File: config.mk
export PLATFORM = sky130hd
export DESIGN_NAME = stopwatch_timebase_ctrl
export DESIGN_NICKNAME = d
export VERILOG_FILES = /design/src/rtl/stopwatch_timebase_ctrl.sv
export SDC_FILE = /design/constraint.sdc
export NUM_CORES = 1
export LEC_CHECK = 0
export CORE_ASPECT_RATIO = 1.1
export CORE_MARGIN = 5
export CORE_UTILIZATION = 55
export CTS_CLUSTER_SIZE = 16
export DETAILED_ROUTE_END_ITERATION = 12
export PLACE_DENSITY_LB_ADDON = 0.12
export SLEW_MARGIN = 25
export SYNTH_ARGS = -nofsm -noshare
export SYNTH_HDL_FRONTEND = slang
export SYNTH_SLANG_ARGS = --single-unit
File: constraint.sdc
create_clock -name clk -period 4 [get_ports clk]
set_input_delay 0.6 -clock clk [delete_from_list [all_inputs] [get_ports clk]]
set_output_delay 0.6 -clock clk [all_outputs]
set_load 0.005 [all_outputs]
File: src/rtl/stopwatch_timebase_ctrl.sv
// ---------------------------------------------------------------------------
// stopwatch_timebase_ctrl
// Time datapath for the stopwatch. It has a clock prescaler that produces a
// centisecond tick and a BCD counter cascade for MM:SS.CC. It drives the BCD
// digits to the display mux.
//
// Optional feature: define LAP_CAPTURE_EN to enable lap snapshot capture.
//
// Ports
//   clk         in  1  system clock, all logic on posedge
//   hard_reset  in  1  synchronous active-low reset
//   soft_reset  in  1  synchronous active-low clear (same effect as en==00)
//   en          in  2  00 idle/clear, 01 run, 10 hold, 11 idle/clear
//   lap         in  1  single-cycle lap request (LAP_CAPTURE_EN only)
//   cs_ones..min_tens  out 4 each  BCD digits of MM:SS.CC
//   tick        out 1  high for one cycle after each count advance
//   running     out 1  high while en==01 was sampled (and no clear)
//   overflow    out 1  sticky, set on the 59:59.99 -> 00:00.00 wrap
//   lap_active  out 1  digit outputs frozen on a lap snapshot
// ---------------------------------------------------------------------------
module stopwatch_timebase_ctrl #(
  parameter int unsigned CLK_HZ  = 50_000_000,
  parameter int unsigned TICK_HZ = 100
) (
  input  logic       clk,
  input  logic       hard_reset,
  input  logic       soft_reset,
  input  logic [1:0] en,
  input  logic       lap,
  output logic [3:0] cs_ones,
  output logic [3:0] cs_tens,
  output logic [3:0] sec_ones,
  output logic [3:0] sec_tens,
  output logic [3:0] min_ones,
  output logic [3:0] min_tens,
  output logic       tick,
  output logic       running,
  output logic       overflow,
  output logic       lap_active
);

  localparam int unsigned DIV  = CLK_HZ / TICK_HZ;
  localparam int unsigned PW   = (DIV > 1) ? $clog2(DIV) : 1;
  localparam int unsigned DW   = 4;
  localparam int unsigned NDIG = 6;
  localparam int unsigned CW   = NDIG * DW;

  localparam logic [PW-1:0] PRESC_LAST = PW'(DIV - 1);

  // Per-digit wrap value, digit 0 (cs_ones) in the low nibble.
  localparam logic [CW-1:0] DIGIT_MAX = {4'd5, 4'd9, 4'd5, 4'd9, 4'd9, 4'd9};

  // Packed count: {min_tens, min_ones, sec_tens, sec_ones, cs_tens, cs_ones}
  logic [CW-1:0] cnt;
  logic [PW-1:0] presc;

  logic          clear_c;
  logic          run_c;
  logic          step_c;
  logic          cnt_wrap_c;
  logic [CW-1:0] cnt_inc_c;
  logic [CW-1:0] cnt_next_c;
  logic [PW-1:0] presc_next_c;

  // Ripple-carry BCD increment over all digits; MSB of result is the full wrap.
  function automatic logic [CW:0] bcd_inc(input logic [CW-1:0] c);
    logic [CW-1:0] r;
    logic          carry;
    logic [DW-1:0] d;
    r     = c;
    carry = 1'b1;
    for (int i = 0; i < int'(NDIG); i++) begin
      d = c[i*DW +: DW];
      if (carry) begin
        if (d >= DIGIT_MAX[i*DW +: DW]) begin
          r[i*DW +: DW] = '0;
        end else begin
          r[i*DW +: DW] = d + DW'(1);
          carry         = 1'b0;
        end
      end
    end
    return {carry, r};
  endfunction

  // Next prescaler and count values.
  always_comb begin
    clear_c      = ~soft_reset | (en == 2'b00) | (en == 2'b11);
    run_c        = ~clear_c & (en == 2'b01);
    step_c       = run_c & (presc == PRESC_LAST);
    {cnt_wrap_c, cnt_inc_c} = bcd_inc(cnt);
    presc_next_c = presc;
    cnt_next_c   = cnt;
    if (clear_c) begin
      presc_next_c = '0;
      cnt_next_c   = '0;
    end else if (step_c) begin
      presc_next_c = '0;
      cnt_next_c   = cnt_inc_c;
    end else if (run_c) begin
      presc_next_c = presc + PW'(1);
    end
  end

  // Prescaler, live count and status flags.
  always_ff @(posedge clk) begin
    if (!hard_reset) begin
      presc    <= '0;
      cnt      <= '0;
      tick     <= 1'b0;
      running  <= 1'b0;
      overflow <= 1'b0;
    end else begin
      presc   <= presc_next_c;
      cnt     <= cnt_next_c;
      tick    <= step_c;
      running <= run_c;
      if (clear_c) begin
        overflow <= 1'b0;
      end else if (step_c && cnt_wrap_c) begin
        overflow <= 1'b1;
      end
    end
  end

`ifdef LAP_CAPTURE_EN
  logic [CW-1:0] disp;

  // Display register: follows the live count unless frozen by a lap. Loading
  // from cnt_next_c makes a lap coincident with a tick capture the new value.
  always_ff @(posedge clk) begin
    if (!hard_reset) begin
      disp       <= '0;
      lap_active <= 1'b0;
    end else if (clear_c) begin
      disp       <= '0;
      lap_active <= 1'b0;
    end else begin
      if (lap) begin
        lap_active <= ~lap_active;
      end
      if (lap || !lap_active) begin
        disp <= cnt_next_c;
      end
    end
  end

  assign {min_tens, min_ones, sec_tens, sec_ones, cs_tens, cs_ones} = disp;
`else
  logic unused_lap;

  assign unused_lap = lap;
  assign lap_active = 1'b0;
  assign {min_tens, min_ones, sec_tens, sec_ones, cs_tens, cs_ones} = cnt;
`endif

endmodule

; Yosys cells after proc, flatten, opt, wreduce, memory -nomap -nowiden
; Cells that the tools add are included.
[totals]
register_bits = 46
in_bits = 6
output_inout_bits = 28
wordCells = 59
[op_classes]
add_sub_neg = 7
n_lt_le_gt_ge = 6
eq_ne = 3
n_mux = 17
bitwise_logic = 7
reduce_logical = 9
[op_table]
columns = op, n
row1 = $add 4x1->4 const B, 6
row2 = $mux 4, 6
row3 = $add 19x1->19 const B, 1
row4 = $eq 19x19->1 const B, 1
row5 = $ge 4x4->1 const B, 4
row6 = $mux 1, 11
row7 = $reduce_and 2->1, 5
row8 = $ge 4x3->1 const B, 2
row9 = $not 1->1, 3
row10 = $reduce_or 3->1, 1
row11 = $and 1x1->1, 2
row12 = $eq 2x1->1 const B, 1
row13 = $eq 2x2->1 const B, 1
row14 = $logic_not 2->1, 1
row15 = $or 1x1->1, 2
row16 = $reduce_or 2->1, 1
row17 = $logic_and 1x1->1, 1

; Logic depth before layout (Yosys ltp)
[depth]
ltp_word = 8
depth_mapped = 8
mapped_depth_nobuf = 7

; Worst setup path before layout
; No wires, ideal clock.
[synth_path]
path_kind = register to register
from = reg presc[5]
to = reg cnt[22]
setup_time_ns = 0.130
arrival_time_ns = 2.201
required_ns = 3.870
setup_slack_ns = 1.669
stages_incl_launch_ff = 6
path_buffers = 0
synth_period_minus_slack_ns = 2.331
cell_sequence = dfxtp_1 -> or4b_4 -> or3_4 -> or4_4 -> o41ai_2 -> a21oi_1
[synth_between]
elab_chain_cells = 3
[synth_rtl]
columns = item, line
row1 = start: declaration, 55  ; logic [PW-1:0] presc;
row2 = start signal: assignment, 114  ; presc <= presc_next_c;
row3 = $eq 19x19->1, 90  ; step_c = run_c & (presc == PRESC_LAST);
row4 = $and 1x1->1, 90
row5 = $reduce_and 2->1 (no source line), --
row6 = end signal: assignment, 115  ; cnt <= cnt_next_c;
row7 = end: declaration, 54  ; logic [CW-1:0] cnt;
; Every way passes these cells.
; A chain may end at the register's enable or synchronous reset.

; Final worst setup path
[layout_path]
from = in en[1]
to = reg cnt[22]
[layout_between]
elab_chain_cells = 7
elab_cells_between_ends = 10
cone_classes = 2 x eq/ne / 5 x bitwise / 3 x reduce/logical
[layout_rtl]
columns = item, line
row1 = start: declaration, 28  ; input logic [1:0] en,
row2 = $logic_not 2->1, 88  ; clear_c = ~soft_reset | (en == 2'b00) | (en == 2'b11);
row3 = $or 1x1->1 (2 in a row), 88
row4 = $not 1->1, 89  ; run_c = ~clear_c & (en == 2'b01);
row5 = $and 1x1->1, 89
row6 = $and 1x1->1, 90
row7 = $reduce_and 2->1 (no source line), --
; Several ways; a longest one is shown, not always the timed one.

==> metrics.txt <==
summed area of non-filler cells in the final layout=2920 um^2; final-report hold violation count=0; Hold Crit Class=reg -> reg; switching power as a share of total power=21.0%; combinational group share of total power=2.4%; post-synth top area share=37.1%; Clk pin slew, worst setup/hold paths=80 ps; standard-cell row count=25; DRT Pass-1 Iters=4; sum of overflow across all layers after global routing=0; Cells after Synth=284; count leader, synth=dfxtp_1; PostCTS Resize Cnt=0; type of element capturing the critical path=register; worst-path fanout max=5; mean post-synth cell area=8.75 um^2; cell at the root of the clock tree=clkbuf_8; top achievable clock speed=0.388 GHz; final wirelength=5100 um; setup violators final=0; number of global-route vias before repair=2044; clock sink count=46; Antenna Violating Nets Remaining=0; setup repair after global routing missed its margin=false; critical path type=in -> reg; kind of start point of the critical path=input pin; RePlAce Congestion=0.800; top-level port count=34; global-route usage over all layers=18.9%; biggest area consumer among synthesized cells=dfxtp_1; TritonCTS clock tree=built; number of buffers inserted during clock tree synthesis=5; deepest clock path buffer count=2; Die ar.=5960 um^2; CTS H-Tree Depth=2; Synth Warn #=0; total of fill cells in the finished design=378; data arrival time of the worst path=2720 ps; pin count of the biggest net entering global routing=23; shortest clock period the worst path allows after layout=2580 ps; design internal power=0.604 mW; outcome=finished clean; portion of total power attributed to sequential cells=59.9%; Setup Buffers After CTS=0; Post-Syn Area=2480 um^2; synthesized net count=309; Core Footprint=4350 um^2; leading cell types by total area after synthesis=dfxtp_1 37%, ha_1 9.6%, nor2_1 6.0%; proportion of power drawn by the clock network=37.7%; number of antenna repair diodes=0; power per cell area=262 nW/um^2; number of synthesized register bits=46; final clock skew=7.79 ps; count of distinct cell types in the synthesized netlist=52; die height=80.5 um; fraction of registers with async set/reset=0%; count of flip-flops with a built-in enable after synthesis=0; static leakage=1.03 nW; total power consumption of the routed design=0.765 mW; data required time at the worst endpoint=4150 ps; via count=2104; initial standard-cell utilization of the core=57.1%; detail-routed via count per cell=5.69; sequential area share after synthesis=37.1%; slew of the pin with the lowest slew margin=933 ps; total of max-cap violations=0; count of unresolved DRC violations after routing=0; antenna violations before repair=0; DIE WIDTH=74.1 um; worst voltage drop across the vdd grid=0.209 mV; starting DRC count in detailed routing=116; DP HPWL=3820 um; relative slew slack=37.6%; DR WL/cell=13.8 um; clock network latency to the later pin of the worst-skew pair=300 ps; final slew viol count=0; TNS Setup=0 ps; count of input and output buffers=31; Main synth FF type=dfxtp_1; ranking of synthesized cells by instance count=46 x dfxtp_1, 40 x nor2_1, 19 x ha_1, 19 x nand3_1, 18 x a21oi_1; first-pass GRT wire length=9030 um; layout net count=340; P_sw=0.161 mW; fraction of layout cells with a size suffix above 1=7.28%; Cell Area, Placed=2820 um^2; number of hold buffers added after CTS=0; fraction of the cycle the final worst path needs=64.5%; synth-to-layout area growth=17.4%
[per-layer routing]
layer / global-route usage (%) / part of all wire [%] / vias up
li1: - / - / 1064
met1: 21.1 / 44 / 1007
met2: 34.7 / 52 / 28
met3: 4.76 / 3.5 / 5
met4: 5.43 / 1.1 / 0
met5: 0 / 0 / -
[critical path: stages]
cell and delay, ps:
clkdlybuf4s50_1 460, and4b_2 360, nand4_1 260, or4_4 670
o41ai_2 280, a21oi_1 90
[area by class of cell]
type                       count  area, um^2  share of cell area [%]
inverter                      15        56.3                    1.93
multi-input combinational    216        1470                    50.4
clock inverter                 1        5.00                   0.172
timing repair buffer          31         310                    10.6
clock buffer                   7        86.3                    2.96
sequential                    46         921                    31.6
tap                           54        67.6                    2.32
[power groups by stage]
| stage | Clock [mW] | Sequential, mW | Combinational (mW) |
|---|---|---|---|
| 3_3_place_gp | 0 | 0.469 | 0.0187 |
| 3_5_place_dp | 0 | 0.469 | 0.0186 |
| 4_1_cts | 0.297 | 0.458 | 0.0189 |
| 5_1_grt | 0.321 | 0.458 | 0.0209 |
| 6_report | 0.288 | 0.458 | 0.0187 |
| 2_1_floorplan | 0 | 0.469 | 0.0118 |
[path summary, 6_finish.rpt]
kind | end | slack [ps] | from | depth (start not counted)
min reg2reg | overflow$_SDFFE_PP0P_ | 480 | overflow$_SDFFE_PP0P_ | 2
max reg2reg | cnt[22]$_SDFFE_PP0P_ | 1550 | presc[5]$_SDFFE_PP0P_ | 5
min | overflow$_SDFFE_PP0P_ | 480 | overflow$_SDFFE_PP0P_ | 2
max | cnt[22]$_SDFFE_PP0P_ | 1420 | en[1] | 6
[per-stage QoR]
stage | utilization, % | setup WS [ps] | instances | hold slack, ps
after detailed placement | 64.9 | 1100 | 362 | 474
final | 67.1 | 1420 | 370 | 479
after global routing | 67.1 | 1200 | 370 | 533
after floorplan | - | 1670 | 284 | 465
after CTS | 67.1 | 1420 | 370 | 494
after global placement | 64.9 | 1120 | 362 | 467
[sequential cells by signal, summed over array words and instances (netlist names)]
name      cells
tick          1
overflow      1
presc        19
running       1
cnt          24
[cells by family after synthesis]
group	count (synthesis)	synth area share, %
xor+xnor	18	6.35
fa+ha+maj	19	9.57
mux	2	0.806
simple gates	132	30.1
buf+inv	22	3.78
flops	46	37.1
compound gates	44	12.2
other cells	1	0.151
[layout by cell type (no fill, tap or decap), types with 2 or more instances in the layout]
cell type / instances
a21oi_1: 18
a41oi_1: 3
and2_1: 5
and3_1: 6
and4_1: 3
clkbuf_8: 6
clkdlybuf4s50_1: 31
dfxtp_1: 46
ha_1: 19
inv_1: 15
mux2i_1: 2
nand2_1: 17
nand2b_1: 2
nand3_1: 19
nand4_1: 9
nand4b_1: 4
nor2_1: 40
nor3_1: 4
nor3b_1: 2
nor4_1: 2
nor4_4: 2
o21ai_0: 7
o31ai_1: 7
or3b_2: 2
or4_1: 2
xnor2_1: 7
xor2_1: 11
Note: power is estimated with default switching activity, not from simulation.
